**config.mk**
```make
export PLATFORM = sky130hd
export DESIGN_NAME = reset_sequencer
export DESIGN_NICKNAME = d
export VERILOG_FILES = /design/src/rtl/reset_sequencer.sv
export SDC_FILE = /design/constraint.sdc
export NUM_CORES = 1
export LEC_CHECK = 0
export ABC_AREA = 1
export CAP_MARGIN = 30
export CORE_MARGIN = 2
export CORE_UTILIZATION = 56
export CTS_CLUSTER_DIAMETER = 80
export DETAILED_ROUTE_END_ITERATION = 8
export GPL_ROUTABILITY_DRIVEN = 0
export PLACE_DENSITY_LB_ADDON = 0.3
export SYNTH_ARGS = -nofsm -noshare
export SYNTH_HDL_FRONTEND = slang
export SYNTH_SLANG_ARGS = --single-unit
export TNS_END_PERCENT = 20
```
**constraint.sdc**
```tcl
create_clock -name clk -period 1.9 [get_ports clk]
set_clock_uncertainty 0.15 [all_clocks]
set_input_delay 0.19 -clock clk [delete_from_list [all_inputs] [get_ports clk]]
set_output_delay 0.19 -clock clk [all_outputs]
set_load 0.01 [all_outputs]
```
**src/rtl/reset_sequencer.sv**
```systemverilog
// Reset sequencer: once the clock source is locked, releases NUM_DOMAINS active-low resets,
// bit 0 first, STAGE_DELAY cycles apart. Define RESET_SEQ_LOCK_FILTER_EN to require LOCK_FILTER stable lock samples.
module reset_sequencer #(
    parameter int NUM_DOMAINS = 3,
    parameter int STAGE_DELAY = 16,
    parameter int SOFT_HOLD   = 4,
    parameter int LOCK_FILTER = 8
) (
    input  logic                   clk,
    input  logic                   rst_i,
    input  logic                   pll_locked,
    input  logic                   soft_rst_req,
    output logic [NUM_DOMAINS-1:0] rst_o,
    output logic                   done,
    output logic                   busy,
    output logic [1:0]             state_dbg
);

    localparam int                IDX_W      = $clog2(NUM_DOMAINS);
    localparam logic [7:0]        STAGE_LOAD = 8'(STAGE_DELAY - 1);
    localparam logic [7:0]        SOFT_LOAD  = 8'(SOFT_HOLD - 1);
    localparam logic [IDX_W-1:0]  LAST_IDX   = IDX_W'(NUM_DOMAINS - 1);

    if (NUM_DOMAINS < 2 || NUM_DOMAINS > 8 || STAGE_DELAY < 1 || STAGE_DELAY > 255 ||
        SOFT_HOLD < 1 || SOFT_HOLD > 255 || LOCK_FILTER < 2 || LOCK_FILTER > 255) begin : g_bad_cfg
        $error("reset_sequencer: parameter out of legal range");
    end

    typedef enum logic [1:0] {
        WAIT_LOCK = 2'd0,
        DELAY     = 2'd1,
        RUN       = 2'd2,
        SOFT      = 2'd3
    } state_t;

    state_t           state;
    logic [7:0]       cnt;
    logic [IDX_W-1:0] idx;
    logic             lock_qual;

`ifdef RESET_SEQ_LOCK_FILTER_EN
    localparam logic [7:0] FILT_LAST = 8'(LOCK_FILTER - 1);
    logic [7:0] filt_cnt;

    // The sample that completes the run of LOCK_FILTER highs is itself the qualifying edge.
    assign lock_qual = pll_locked && (filt_cnt == FILT_LAST);

    always_ff @(posedge clk or negedge rst_i) begin
        if (!rst_i) begin
            filt_cnt <= '0;
        end else if (state != WAIT_LOCK || !pll_locked || lock_qual) begin
            filt_cnt <= '0;
        end else begin
            filt_cnt <= filt_cnt + 8'd1;
        end
    end
`else
    assign lock_qual = pll_locked;
`endif

    // Lock loss always looks at the raw pll_locked and outranks a soft request.
    always_ff @(posedge clk or negedge rst_i) begin
        if (!rst_i) begin
            state <= WAIT_LOCK;
            cnt   <= '0;
            idx   <= '0;
            rst_o <= '0;
            done  <= 1'b0;
            busy  <= 1'b0;
        end else begin
            case (state)
                WAIT_LOCK: begin
                    if (lock_qual) begin
                        state <= DELAY;
                        cnt   <= STAGE_LOAD;
                        idx   <= '0;
                        busy  <= 1'b1;
                    end
                end

                DELAY: begin
                    if (!pll_locked) begin
                        state <= WAIT_LOCK;
                        cnt   <= '0;
                        idx   <= '0;
                        rst_o <= '0;
                        done  <= 1'b0;
                        busy  <= 1'b0;
                    end else if (soft_rst_req) begin
                        state <= SOFT;
                        cnt   <= SOFT_LOAD;
                        idx   <= '0;
                        rst_o <= '0;
                        done  <= 1'b0;
                        busy  <= 1'b1;
                    end else if (cnt == 8'd0) begin
                        rst_o[idx] <= 1'b1;
                        if (idx == LAST_IDX) begin
                            state <= RUN;
                            done  <= 1'b1;
                            busy  <= 1'b0;
                        end else begin
                            idx <= idx + 1'b1;
                            cnt <= STAGE_LOAD;
                        end
                    end else begin
                        cnt <= cnt - 8'd1;
                    end
                end

                RUN: begin
                    if (!pll_locked) begin
                        state <= WAIT_LOCK;
                        cnt   <= '0;
                        idx   <= '0;
                        rst_o <= '0;
                        done  <= 1'b0;
                        busy  <= 1'b0;
                    end else if (soft_rst_req) begin
                        state <= SOFT;
                        cnt   <= SOFT_LOAD;
                        idx   <= '0;
                        rst_o <= '0;
                        done  <= 1'b0;
                        busy  <= 1'b1;
                    end
                end

                SOFT: begin
                    if (!pll_locked) begin
                        state <= WAIT_LOCK;
                        cnt   <= '0;
                        busy  <= 1'b0;
                    end else if (cnt == 8'd0) begin
                        state <= WAIT_LOCK;
                        busy  <= 1'b0;
                    end else begin
                        cnt <= cnt - 8'd1;
                    end
                end

                default: begin
                    state <= WAIT_LOCK;
                    cnt   <= '0;
                    idx   <= '0;
                    rst_o <= '0;
                    done  <= 1'b0;
                    busy  <= 1'b0;
                end
            endcase
        end
    end

    // Debug view of the FSM: 0 WAIT_LOCK, 1 DELAY, 2 RUN, 3 SOFT.
    assign state_dbg = state;

endmodule

```
Yosys cells after proc, flatten, opt, wreduce, memory -nomap -nowiden
Cells that the tools add are included.
Cells by class
  muxes and demuxes: 53
  bitwise gates (word level): 1
  $add $sub $neg: 2
  reductions and logical operators: 10
  equality and inequality tests: 12
  $lt $le $gt $ge: 2
Operators by type and width (number)
  $mux W8: 9
  $mux W2: 16
  $pmux W8 S4: 1
  $mux W1: 16
  $mux W3: 5
  $ne A4 B4 Y1 const B: 3
  $reduce_and A5 Y1: 2
  $ne A3 B3 Y1 const B: 3
  $logic_not A8 Y1: 1
  $pmux W2 S4: 1
  $reduce_and A4 Y1: 2
  $sub A8 B1 Y8 const B: 1
  $eq A2 B2 Y1 const B: 3
  $pmux W2 S3: 1
  $pmux W3 S2: 1
  $ne A5 B5 Y1 const B: 1
  $pmux W1 S4: 1
  $lt A2 B3 Y1 const B: 1
  $or A3 B3 Y3: 1
  $reduce_and A3 Y1: 1
  $reduce_bool A3 Y1: 1
  $add A2 B1 Y2 const B: 1
  $demux W1 S2: 1
  $eq A2 B1 Y1 const B: 1
  other kinds (6): 6
Storage, ports and cells
  register bits after elaboration: 17
  input bits: 4
  output and inout bits: 7
  word-level logic and storage cells: 86

Longest topological paths before layout
  depth after elaboration: 9
  gate-level depth with buffers: 11
  gate-level depth less buffers: 11

Worst setup path before layout
No wires, ideal clock.
  path kind: reg-to-reg
  start point: register busy (netlist name)
  end point: register busy
  clock period less this slack: 1.715 ns
  required time: 1.633 ns
  library setup time: 0.117 ns
  slack: 0.185 ns
  path buffers: 1
  stages on the path, launching flop included: 10
  data arrival time: 1.448 ns
  cells stage by stage: dfrtp_1 > inv_1 > ha_1 > nand2_1 > nor2_2 > a21oi_4 > buf_6 > nand4_1 > nand2_1 > nand2_1
RTL lines
  end signal, assigned: RTL line 69  | busy <= 1'b0;
  end signal, assigned: RTL line 77  | busy <= 1'b1;
  end signal, assigned: RTL line 88  | busy <= 1'b0;
  end, declared: RTL line 15  | output logic busy,

Final worst setup path
  start point: register state[1], in the netlist state_dbg[1]
  end point: register cnt[7]
Between the ends
  word-level cells in the longest chain between the ends: 3
  elaborated cells on any way between the ends: 10
  those cells by class: 7 x eq/ne; 1 x mux; 2 x reduce/logical
RTL lines
  start, declared: RTL line 36  | state_t state;
  start signal, assigned: RTL line 64  | state <= WAIT_LOCK;
  start signal, assigned: RTL line 74  | state <= DELAY;
  start signal, assigned: RTL line 83  | state <= WAIT_LOCK;
  $eq A2 B1 Y1, or another cell as far along: RTL line 71  | case (state)
  $ne A5 B5 Y1 (no source line), or another cell as far along
  $reduce_and A4 Y1 (no source line)
  end signal, assigned: RTL line 107  | cnt <= cnt - 8'd1;
  end signal, assigned: RTL line 138  | cnt <= cnt - 8'd1;
  end, declared: RTL line 37  | logic [7:0] cnt;
Parallel ways exist; a longest one is shown, timed or not.
A chain may end at the register's enable or synchronous reset.

==> metrics.csv <==
metric;value;unit
Final Critical Period;1.829;ns
Rel. slew slack;78.77;%
Hold Crit Class;input port to async pin;
drt wl/cell;11.81;microns
via count;1063;
run status;finished, final reports clean;
Fin. Hold Viols;0;
synth-to-layout area growth;19.96;%
Final period util;96.28;%
nets;193;
ys flop type;dfrtp_1;
final core utilization;71.72;%
Async SR Flop Fraction;100.0;%
DP HPWL;1825;microns
max-slew violations;0;
Synth Warn #;0;
WP data arrival;1.85;ns
core footprint;1982;sq um
Synth Instances;160;
Overflow after GRT;0;
EDFF count, synth;0;
first-pass GRT wire length;4112;microns
Startpoint Class;flip-flop;
total power;1957;uW
Hold WS;0.06571;ns
CP max stage delay;0.42;ns
Synth cell types;24;
worst path bufs/invs;2;
slowest CP cell;dfrtp_1;
clock share of power;11.5;%
n_diodes;0;
Worst Setup Path Type;flip-flop to flip-flop;
Setup TNS Final;0;ns
Crit path max-delay family;flip-flops;
clock sinks;16;
Final ANT Viol Nets;0;
layout cells sized above 1;17.32;%
cell-internal power;1061;uW
leak pwr;0.0007030;uW
Place WS;0.06539;ns
syn avg cell area;7.406;sq um
register area share after synthesis;33.79;%
most frequent cells in the layout;nand2_1, inv_1, nor2_1;
CTS tree;done;
Ports;11;
initial DRC count;23;
DIE WIDTH;50;microns
Setup crit end kind;flip-flop;
Clock transition at path regs;0.10;ns
Crit Path Max Fanout;6;
antenna violations before repair;0;
Sw Ratio;45.80;%
Synth Register Bits;16;
pwr dens;1377;nW/um^2
Max Freq;546.6;MHz
final setup violation count;0;
CTS max path bufs;2;
CP cell instances;inv_1 -> ha_1 -> nand2_2 -> nor2_4 -> buf_4 -> o21ai_4 -> nand2_2 -> a21oi_4 -> nor2_1;
vias in the first global route;1002;
peak supply drop;989.8;uV
Die Area;2500;sq um
CTS Root Buffer Type;clkbuf_4;
Max Cap Viol;0;
largest net degree at the start of global routing;17;
worst-margin pin slew;0.3172;ns
worst-skew pair later-pin latency;0.28;ns
Comb power frac;60.5;%
drt first pass iters;4;
most common cell after layout, fill and taps aside;nand2_1;
Starting Density;59.79;%
mapped cell area;1185;sq um
Reg power frac;28.0;%
min setup slack post-route;0.07061;ns
Global Route Usage Sum;21.23;%
cts hold-fix bufs;0;
Die Y;50;microns
FP Rows;16;
Synthesized Nets;173;
DR vias/cell;5.160;
WL final;2433;microns
NetSw;896.4;uW
CTS Buf Count;3;
H-tree depth;1;
required time worst endpoint;1.92;ns
DRC viols;0;
PortBufs;10;
critical path's most frequent cell;nand2_2;
worst reg2reg max path, cell delays in order, from the launching register on:
cell and delay (ns):
dfrtp_1 0.42, inv_1 0.10, ha_1 0.23, nand2_2 0.13, nor2_4 0.06, buf_4 0.16, o21ai_4 0.09, nand2_2 0.11
a21oi_4 0.20, nor2_1 0.07
repair_timing:
| action | in CTS | in global routing |
|---|---|---|
| buffers inserted | 0 | 3 |
| gates resized for setup | 0 | 4 |
| hold endpoints to repair | 0 | 0 |
| setup endpoints to repair | 0 | 10 |
synth_stat cells, types with 2 or more instances:
cell | instances | area (sq um)
nand3_1 | 11 | 55.05
o21ai_0 | 2 | 10.01
dfrtp_1 | 16 | 400.4
nor2_2 | 3 | 18.77
nand2_4 | 3 | 33.78
o21ai_1 | 4 | 20.02
nand2_1 | 38 | 142.6
inv_2 | 2 | 7.510
a21oi_1 | 10 | 50.05
ha_1 | 9 | 112.6
nand2_2 | 2 | 12.51
inv_1 | 22 | 82.58
nand4_1 | 7 | 43.79
nor2_1 | 18 | 67.56
nor2_4 | 4 | 45.04
sequential cells by signal, indices dropped and copies added (netlist names):
register,count
done,1
rst_o,3
busy,1
idx,2
state_dbg,1
cnt,8
power groups by stage:
stage	Combinational, uW	Sequential (uW)	Clock, uW
finish	1180	548	225
global route	1320	566	253
CTS	1120	548	232
global placement	1090	552	0
floorplan	789	559	0
detailed placement	1120	555	0
routing by layer:
| layer | vias to the layer above | routed length, microns | GRT usage, % |
|---|---|---|---|
| met5 | - | 0 | 0 |
| met3 | 2 | 125 | 4.242 |
| met2 | 30 | 1154 | 34.87 |
| met4 | 0 | 13 | 6.019 |
| met1 | 483 | 1140 | 28.08 |
| li1 | 548 | - | - |
area by class of cell:
class / instances / area [sq um]
Multi-Input combinational cell: 118 / 695.7
Sequential cell: 16 / 400.4
Clock buffer: 4 / 36.28
Timing Repair Buffer: 17 / 165.2
Inverter: 24 / 90.09
Fill cell: 155 / 560.5
Tap cell: 27 / 33.78
per-stage QoR:
| stage | cells | cell area [sq um] |
|---|---|---|
| final | 206 | 1421 |
| after global placement | 199 | 1343 |
| after detailed placement | 199 | 1343 |
| after CTS | 203 | 1379 |
| after floorplan | 160 | 1185 |
| after global routing | 206 | 1421 |
worst paths after layout:
| path | to | depth (start not counted) | slack, ns | start |
|---|---|---|---|---|
| max in group asynchronous | cnt[7]$_DFFE_PN0P_ | 2 | 1.34 | rst_i |
| max | cnt[7]$_DFFE_PN0P_ | 9 | 0.07 | state_dbg[1]$_DFFE_PN0P_ |
| min in group clk | rst_o[1]$_DFFE_PN0P_ | 2 | 0.37 | rst_o[1]$_DFFE_PN0P_ |
| min reg2reg | rst_o[1]$_DFFE_PN0P_ | 2 | 0.37 | rst_o[1]$_DFFE_PN0P_ |
| max reg2reg | cnt[7]$_DFFE_PN0P_ | 9 | 0.07 | state_dbg[1]$_DFFE_PN0P_ |
| min | cnt[0]$_DFFE_PN0P_ | 2 | 0.07 | rst_i |
logic make-up (layout without fill, tap and decap cells):
family	Yosys count	count (layout)	share of synthesized area, %
compound gates	21	21	10.98
fa+ha+maj	9	9	9.504
buf+inv	26	45	9.187
flops	16	16	33.79
simple gates	88	88	36.54
Note: power is estimated with default switching activity, not from simulation.
